**config.mk**
```make
export PLATFORM = sky130hd
export DESIGN_NAME = locker_entry_conditioner
export DESIGN_NICKNAME = d
export VERILOG_FILES = /design/src/rtl/locker_entry_conditioner.sv
export SDC_FILE = /design/constraint.sdc
export NUM_CORES = 1
export LEC_CHECK = 0
export ABC_AREA = 1
export CORE_ASPECT_RATIO = 1.1
export CORE_MARGIN = 2
export CORE_UTILIZATION = 60
export DETAILED_ROUTE_END_ITERATION = 8
export PLACE_DENSITY = 0.79
export RECOVER_POWER = 50
export SYNTH_ARGS = -nofsm -noshare
export SYNTH_HDL_FRONTEND = slang
export SYNTH_SLANG_ARGS = --single-unit
```
**constraint.sdc**
```tcl
create_clock -name clk -period 3.46 [get_ports clk]
set_input_delay 0.346 -clock clk [delete_from_list [all_inputs] [get_ports clk]]
set_output_delay 0.346 -clock clk [all_outputs]
set_load 0.005 [all_outputs]
```
**src/rtl/locker_entry_conditioner.sv**
```systemverilog
`default_nettype none
// ============================================================================
// locker_entry_conditioner : synchronise and debounce the ENTER button and the
// combination switches, giving one enter pulse per press with frozen comb bits
// Rev 1.0
// ============================================================================
module locker_entry_conditioner #(
   parameter int SYNC_STAGES = 2,
   parameter int DB_WIDTH    = 16,
   parameter int DB_CYCLES   = 50000,
   parameter int CNT_W       = 8
) (
   input  logic             clk,
   input  logic             reset,
   input  logic             raw_enter,
   input  logic             raw_comb1,
   input  logic             raw_comb2,
   output logic             enter,
   output logic             comb1,
   output logic             comb2,
   output logic [CNT_W-1:0] entry_count
);

   localparam logic [DB_WIDTH-1:0] c_db_last = DB_WIDTH'(DB_CYCLES - 1);
   localparam logic [DB_WIDTH-1:0] c_db_one  = DB_WIDTH'(1);
   localparam logic [CNT_W-1:0]    c_cnt_one = CNT_W'(1);

   typedef enum logic [2:0] {
      S_IDLE      = 3'd0,
      S_ARMING    = 3'd1,
      S_FIRE      = 3'd2,
      S_HELD      = 3'd3,
      S_RELEASING = 3'd4
   } state_t;

   logic [SYNC_STAGES-1:0] r_sync_enter;
   logic [SYNC_STAGES-1:0] r_sync_comb1;
   logic [SYNC_STAGES-1:0] r_sync_comb2;
   logic                   w_btn;
   logic [1:0]             w_sw_sync;
   logic [1:0]             r_sw_stable;
   logic [DB_WIDTH-1:0]    r_sw_cnt [2];
   state_t                 r_state;
   state_t                 w_state_next;
   logic [DB_WIDTH-1:0]    r_cnt;
   logic [DB_WIDTH-1:0]    w_cnt_next;

   always_ff @(posedge clk or negedge reset) begin
      if (!reset) begin
         r_sync_enter <= '0;
         r_sync_comb1 <= '0;
         r_sync_comb2 <= '0;
      end else begin
         r_sync_enter <= {r_sync_enter[SYNC_STAGES-2:0], raw_enter};
         r_sync_comb1 <= {r_sync_comb1[SYNC_STAGES-2:0], raw_comb1};
         r_sync_comb2 <= {r_sync_comb2[SYNC_STAGES-2:0], raw_comb2};
      end
   end

   assign w_btn        = r_sync_enter[SYNC_STAGES-1];
   assign w_sw_sync[0] = r_sync_comb1[SYNC_STAGES-1];
   assign w_sw_sync[1] = r_sync_comb2[SYNC_STAGES-1];

   // Each switch level only moves after DB_CYCLES consecutive disagreeing samples.
   always_ff @(posedge clk or negedge reset) begin
      if (!reset) begin
         r_sw_stable <= '0;
         r_sw_cnt[0] <= '0;
         r_sw_cnt[1] <= '0;
      end else begin
         for (int i = 0; i < 2; i++) begin
            if (w_sw_sync[i] == r_sw_stable[i]) begin
               r_sw_cnt[i] <= '0;
            end else if (r_sw_cnt[i] == c_db_last) begin
               r_sw_stable[i] <= w_sw_sync[i];
               r_sw_cnt[i]    <= '0;
            end else begin
               r_sw_cnt[i] <= r_sw_cnt[i] + c_db_one;
            end
         end
      end
   end

   always_ff @(posedge clk or negedge reset) begin
      if (!reset) begin
         r_state <= S_IDLE;
         r_cnt   <= '0;
      end else begin
         r_state <= w_state_next;
         r_cnt   <= w_cnt_next;
      end
   end

   always_comb begin
      w_state_next = r_state;
      w_cnt_next   = r_cnt;
      case (r_state)
         S_IDLE: begin
            if (w_btn) begin
               w_state_next = S_ARMING;
               w_cnt_next   = '0;
            end
         end
         S_ARMING: begin
            if (!w_btn) begin
               w_state_next = S_IDLE;
            end else if (r_cnt == c_db_last) begin
               w_state_next = S_FIRE;
            end else begin
               w_cnt_next = r_cnt + c_db_one;
            end
         end
         S_FIRE: begin
            w_state_next = S_HELD;
         end
         S_HELD: begin
            if (!w_btn) begin
               w_state_next = S_RELEASING;
               w_cnt_next   = '0;
            end
         end
         S_RELEASING: begin
            // A short return to pressed is a release bounce, not a new press.
            if (w_btn) begin
               w_state_next = S_HELD;
            end else if (r_cnt == c_db_last) begin
               w_state_next = S_IDLE;
            end else begin
               w_cnt_next = r_cnt + c_db_one;
            end
         end
         default: begin
            w_state_next = S_IDLE;
            w_cnt_next   = '0;
         end
      endcase
   end

   // Pulse, comb snapshot and count all update on the same edge so the locker
   // FSM sees consistent comb bits while enter is high.
   always_ff @(posedge clk or negedge reset) begin
      if (!reset) begin
         enter       <= 1'b0;
         comb1       <= 1'b0;
         comb2       <= 1'b0;
         entry_count <= '0;
      end else begin
         enter <= (r_state == S_FIRE);
         if (r_state == S_FIRE) begin
            comb1       <= r_sw_stable[0];
            comb2       <= r_sw_stable[1];
            entry_count <= entry_count + c_cnt_one;
         end
      end
   end

endmodule
`default_nettype wire

```
**Word-level counts from Yosys, hierarchy flattened**

Index checks and enable logic that the tools add are counted.

- Bits in registers: 70
- Latch bits: 0
- RAM bits: 0
- Bits in read-only memories: 0
- Output and inout bits: 11
- Word-level logic and storage cells: 57
- Memories: 0

- Add/sub/neg operators: 4
- Multiply operators: 0
- Divide/modulo/power cells: 0
- Magnitude comparators: 0
- Equality and inequality tests: 15
- Shifts and indexed selects: 0
- Mux-type cells: 17
- Bitwise logic cells: 3
- Reduce and logical (&&, ||, !) cells: 5

Operators with widths:

| operator | count |
|---|---|
| 16-bit two-way mux | 9 |
| 16-bit case mux with 5 select lines | 1 |
| 16-bit by 1-bit adder with 16-bit output, second input constant | 3 |
| 16-bit equality test, second input constant | 3 |
| 3-bit two-way mux | 6 |
| 3-bit case mux with 5 select lines | 1 |
| 8-bit by 1-bit adder with 8-bit output, second input constant | 1 |
| 2-bit != test, second input constant | 4 |
| 3-bit by 2-bit equality test with 1-bit output, second input constant | 2 |
| 3-bit != test, second input constant | 2 |
| 5-bit AND reduction | 1 |
| 2-bit AND reduction | 2 |
| 4-bit AND reduction | 1 |
| 3-bit by 1-bit equality test with 1-bit output, second input constant | 1 |
| 3-bit equality test, second input constant | 1 |
| 3-bit logical NOT | 1 |
| 1-bit NOT | 3 |
| 1-bit equality test | 2 |

**Depth between registers and ports, before layout**

Gate-level depths: netlist (run 1).

- Depth after elaboration: 4
- Gate-level depth with buffers: 9

**Worst setup path before layout (run 1)**

OpenSTA, ideal clock, no wires.

- Kind: flip-flop to flip-flop
- Start point: register r_cnt[0]
- End point: register r_state[2]
- Library setup time: 0.117 ns
- Arrival: 1.334 ns
- Slack: 2.009 ns
- Stages on the path, launching flop included: 9
- Buffers on the path: 0
- Clock period less this slack: 1.451 ns
- Cells stage by stage: dfrtp_1 > ha_1 > nand3_1 > nor2_1 > nand3_1 > nand2_2 > nand2_1 > nand2_1 > nand2_1

- Cells in the longest elaborated chain, start to end: 3
- Elaborated cells on any way between the ends: 4

RTL lines:

| item | line | source |
|---|---|---|
| start, declared | 45 | `logic [DB_WIDTH-1:0] r_cnt;` |
| start signal, assigned | 90 | `r_cnt <= w_cnt_next;` |
| 16-bit equality test * | 107, 126 |  |
| 3-bit != test (no line) | - |  |
| 4-bit AND reduction (no line) * | - |  |
| end signal, assigned | 89 | `r_state <= w_state_next;` |
| end, declared | 43 | `state_t r_state;` |

Every way passes the cells marked *; elsewhere a longest branch is shown, timed or not.
A chain may end at the register's enable or synchronous reset.

==> results of run 1 <==
-- cell usage in the layout (no fill, tap or decap), types with 4 or more instances in the layout --
cell           instances
a21oi_1                6
clkbuf_8              10
dfrtp_1               70
dlygate4sd3_1         14
ha_1                   4
inv_1                 50
nand2_1              119
nand2_2                4
nand3_1               42
nand4_1                8
nor2_1                83
nor3_1                18
o21ai_0               10
o21ai_1                5
o21ai_2                6
xnor2_1                8
xor2_1                20
-- sequential cells by signal, indices dropped and copies added, names as in the netlist --
register	cells
r_sync_comb1	2
r_sync_comb2	2
entry_count	8
r_state	3
r_sync_enter	2
r_sw_cnt	32
comb2	1
r_sw_stable	2
enter	1
r_cnt	16
comb1	1
-- cells in the mapped netlist, drive strengths merged --
master | count | area, um^2
nand2 | 123 | 472
nand3b | 1 | 7.51
o21ai | 21 | 128
nand4 | 9 | 62.6
or2 | 1 | 6.26
dfrtp | 70 | 1750
xor2 | 20 | 175
xnor2 | 8 | 70.1
o31ai | 1 | 7.51
nor3 | 18 | 106
buf | 3 | 27.5
inv | 52 | 195
a21oi | 6 | 30.0
ha | 4 | 50.1
and2 | 1 | 6.26
nor2 | 84 | 318
nand3 | 43 | 233
and3 | 2 | 12.5
-- power breakdown --
group          switching, W  internal, W
registers         0.0000626     0.000879
clock network      0.000318     0.000423
logic              0.000270     0.000131
-- per-stage QoR --
| step | cell area [um^2] | instances | util (%) | power (W) | worst slack [ps] |
|---|---|---|---|---|---|
| after floorplan | 3660 | 467 | - | 0.00128 | 2010 |
| after global placement | 3880 | 557 | 66.4 | 0.00137 | 1760 |
| after detailed placement | 3880 | 557 | 66.4 | 0.00138 | 1670 |
| after CTS | 4110 | 574 | 70.4 | 0.00212 | 1640 |
| after global routing | 4080 | 574 | 69.9 | 0.00220 | 1150 |
| final | 4080 | 574 | 69.9 | 0.00208 | 1510 |
-- layout make-up --
cell class / count / share of cell area [%]
timing repair buffer: 17 / 3.95
clock inverter: 6 / 2.08
sequential: 70 / 42.9
clock buffer: 10 / 3.37
inverter: 52 / 4.78
tap: 77 / 2.36
multi-input combinational: 342 / 40.5
-- per-layer routing --
metal / share of wire (%) / up-vias
li1: - / 1538
met5: 0 / -
met2: 47 / 94
met3: 4.5 / 25
met1: 45 / 1419
met4: 3.1 / 0
-- cell families after synthesis --
family          after synthesis  share of synthesized area (%)
flops                        70                           47.9
compound gates               28                           4.51
buf+inv                      55                           6.09
fa+ha+maj                     4                           1.37
simple gates                282                           33.4
xor+xnor                     28                           6.70
-- worst max-delay path: stages --
cell and delay, ps:
dlygate4sd3_1 520, clkbuf_1 840, buf_4 660
-- worst paths after layout --
check / startpoint / to / depth (start not counted)
worst max-delay path: reset / r_sw_cnt[20] / 3
worst min-delay path: r_sync_comb1[0] / r_sync_comb1[1] / 0
worst max register to register: r_state[0] / r_cnt[5] / 7
worst min register to register: r_sync_comb1[0] / r_sync_comb1[1] / 0
max in group clk: r_state[0] / r_cnt[5] / 7
min in group asynchronous: reset / r_cnt[6] / 2
==> results.json, run 1 <==
{
  "yosysUniqueCellTypes": 29,
  "status": "finished clean",
  "grt_antenna_before_repair": 0,
  "ys_ff_latch": 70,
  "wl_per_cell_um": 12.2,
  "use_met1_pct": 31.7,
  "grt_pass1_wl_um": 12700,
  "synth_nets": 476,
  "drt_iter0_markers": 194,
  "busiest_layer": "met2",
  "grt_max_degree": 50,
  "hpwl_um": 4960,
  "vias": 3076,
  "worstSetupPathType": "in2async",
  "htree_levels": 3,
  "tightest_slew_ps": 1140,
  "start_kind": "primary input",
  "finalSetupTns_ps": 0,
  "skew_ps": 8.35,
  "die_area_um2": 6740,
  "num_io_pins": 16,
  "clock-root-buffer": "clkbuf_8",
  "critPathArrivalTime_ps": 2390,
  "grt_util_all_layers_pct": 23.7,
  "cts_resized": 0,
  "num_rows": 29,
  "clock_latency_ps": 350,
  "seq_area_um2": 1750,
  "layout-drive-gt1-share_pct": 6.64,
  "fillers": 460,
  "regToRegSetupSlack_ps": 1630,
  "overflow": 0,
  "syn_area_um2": 3660,
  "finalCritPeriodShare_pct": 56.3,
  "slew_violations": 0,
  "first_pass_iters": 5,
  "viasPerCell": 5.36,
  "place_congestion": 0.843,
  "worst_ir_drop_vdd_mv": 0.357,
  "p_per_area_nw_per_um2": 510,
  "drt.antenna.violating_nets": 0,
  "p_leak_nw": 1.89,
  "worst_hold_slack_ps": 350,
  "syn_to_final_growth_pct": 11.6,
  "syn_inst": 467,
  "start_util_pct": 62.6,
  "die-height_um": 85.9,
  "wl_um": 7000,
  "grt_pass1_vias": 2869,
  "die_x_um": 78.5,
  "synthesis.area_per_instance_um2": 7.83,
  "grt_setup_unrepaired": "no",
  "multi_input_area_um2": 1660,
  "clkSinkCount": 70,
  "antennaDiodeCount": 0,
  "crit_fanout": 49,
  "cts.clk_slew.worst_paths_ps": 70,
  "max_clock_freq_mhz": 513,
  "hold_viol": 0,
  "fin_nets": 501,
  "yosys_warnings": 0,
  "max-cap-violations": 0,
  "numPortBuffers": 15,
  "required_ps": 3900,
  "min_period_ps": 1950,
  "setup_violations": 0,
  "core_um2": 5840,
  "holdBufCountCts": 1,
  "cts_made_buffers": 9,
  "yosysSeqAreaShare_pct": 47.9,
  "grt_util_met2_pct": 36.9,
  "clockBufferDepth": 2,
  "cts_tree": "yes",
  "postCtsSetupBuffers": 0,
  "route.detailed.drc": 0,
  "worstHoldPathType": "reg2reg",
  "slew_headroom_pct": 24.2,
  "endpoint_kind": "async pin",
  "gr-usage-met3_pct": 4.00
}
Note: power is estimated with default switching activity, not from simulation.
==> run 2: changes to the inputs <==
==> constraint.sdc (replaced) <==
create_clock -name clk -period 2 [get_ports clk]
set_input_delay 0.2 -clock clk [delete_from_list [all_inputs] [get_ports clk]]
set_output_delay 0.2 -clock clk [all_outputs]
set_load 0.005 [all_outputs]
==> run 2 against run 1 <==
Clock skew hardly changed. Via count is 0.33% lower. Largest cell class unchanged. Clock power is 88% higher. Critical path type is now reg2reg. Sequential share of layout area is 0.76 points lower. Register-to-register slack worse by 1400 ps.
==> results.json, run 2 (synthesized netlist as in run 1, its figures left out) <==
{
  "cts.clk_slew.worst_paths_ps": 80,
  "finalCritPeriodShare_pct": 87.1,
  "place_congestion": 0.876,
  "top_register": "r_sw_cnt",
  "worstHoldPathType": "reg2reg",
  "cp_slowest_stage_delay_ps": 420,
  "setup_violations": 0,
  "syn_to_final_growth_pct": 13.6,
  "fillers": 448,
  "cts_tree": "yes",
  "slew_violations": 0,
  "largest_register_ffs": 32,
  "drt.antenna.violating_nets": 0,
  "num_io_pins": 16,
  "fin_nets": 503,
  "wl_per_cell_um": 12.4,
  "worstSetupPathType": "reg2reg",
  "power_w": 0.00380,
  "cp-endpoint": "r_state[2]",
  "antennaDiodeCount": 0,
  "hpwl_um": 5010,
  "hold_viol": 0,
  "min_period_ps": 1740,
  "slew_headroom_pct": 38.3,
  "reg_top3": "r_sw_cnt x32, r_cnt x16, entry_count x8",
  "die_x_um": 78.5,
  "grt_pass1_vias": 2967,
  "path_cells": "ha_1 -> nand3_1 -> nor2_1 -> nand3_1 -> nand2_2 -> nand2_1 -> nand2_1 -> nand2_1",
  "layout_common_cells": "nand2_1 (119), nor2_1 (83), dfrtp_1 (70)",
  "clock_latency_ps": 350,
  "max-cap-violations": 0,
  "tightest_slew_ps": 925,
  "overflow": 0,
  "first_pass_iters": 4,
  "skew_ps": 8.82,
  "critical_path_buf_inv_count": 0,
  "highest_layer": "met4",
  "max_clock_freq_mhz": 574,
  "worst_hold_slack_ps": 350,
  "crit_family": "simple AND/OR/NAND/NOR gates",
  "required_ps": 2240,
  "status": "finished clean",
  "core_um2": 5840,
  "seq_area_um2": 1750,
  "crit_top_cell": "nand2_1",
  "critPathArrivalTime_ps": 1980,
  "cts_made_buffers": 9,
  "regToRegSetupSlack_ps": 260,
  "grt_antenna_before_repair": 0,
  "wl_um": 7170,
  "grt_setup_unrepaired": "no",
  "worst_ir_drop_vdd_mv": 0.692,
  "clockBufferDepth": 2,
  "crit_fanout": 10,
  "startpoint": "r_cnt[0]",
  "numPortBuffers": 15,
  "reg2reg_to": "r_state[2]",
  "grt_util_all_layers_pct": 23.7,
  "multi_input_area_um2": 1690,
  "start_kind": "flop",
  "grt_pass1_wl_um": 12600,
  "postPlaceCellArea_um2": 3910,
  "final_area_um2": 4160,
  "critPathSlowestCell": "dfrtp_1",
  "worstRegToRegCells": 8,
  "p_per_area_nw_per_um2": 913,
  "route.detailed.drc": 0,
  "clkSinkCount": 70,
  "finalSetupTns_ps": 0,
  "wl_met1_um": 3200,
  "path_depth": 8,
  "die_area_um2": 6740,
  "drt_iter0_markers": 181,
  "wl_met2_um": 3520,
  "wl_met3_um": 289,
  "clock-root-buffer": "clkbuf_8",
  "final_core_util_pct": 71.2,
  "num_rows": 29,
  "die-height_um": 85.9,
  "p_leak_nw": 1.91,
  "viasPerCell": 5.32,
  "layout-drive-gt1-share_pct": 7.82,
  "endpoint_kind": "flop",
  "grt_max_degree": 71,
  "start_util_pct": 62.6,
  "reg2reg_from": "r_cnt[0]",
  "vias": 3066,
  "htree_levels": 3,
  "final_common_cell": "nand2_1"
}
==> run 2: report_power, final <==
group | internal [W] | leakage (nW) | switching (W)
registers | 0.00152 | 0.949 | 0.000120
logic | 0.000260 | 0.838 | 0.000504
clock network | 0.000860 | 0.126 | 0.000531
total | 0.00264 | 1.91 | 0.00116
==> run 2: worst min path at each step <==
stage	start	endpoint	slack [ps]	cells after the start
2_1_floorplan	reset	comb1	-100	0
3_3_place_gp	reset	r_cnt[12]	250	2
3_5_place_dp	reset	r_cnt[13]	250	2
4_1_cts	raw_comb2	r_sync_comb2[0]	280	1
5_1_grt	r_sync_comb2[0]	r_sync_comb2[1]	360	0
6_report	r_sync_comb1[0]	r_sync_comb1[1]	350	0
==> run 2: layout make-up <==
cell class / instances / share of cell area [%]
multi-input cells: 342 / 40.6
clock inverters: 6 / 2.62
clock buffers: 10 / 3.31
repair buffers: 19 / 4.27
inverters: 52 / 4.70
flip-flops and latches: 70 / 42.1
well taps: 77 / 2.32
==> run 2: metal layers <==
layer	global-route usage [%]	vias up
met5	0	-
met4	11.5	0
met3	4.84	17
met2	39.3	68
met1	29.8	1442
li1	-	1539
==> run 2: worst reg2reg max path: cells and delay by family (launching register included) <==
family | cells | cell delay (ps)
flops | 1 | 420
fa+ha+maj | 1 | 300
simple gates | 7 | 930
==> run 2: metrics by stage <==
stage | instances | worst slack (ps)
after floorplan | 467 | 549
final | 576 | 257
after detailed placement | 559 | 163
after global placement | 559 | 299
after CTS | 576 | 135
after global routing | 576 | 89.9
==> run 2: timing repair <==
action	4_1_cts	5_1_grt
gates resized for setup	0	1
endpoints found under the hold margin	70	0
hold buffers	1	0
setup endpoints to repair	0	2
setup buffers	0	0
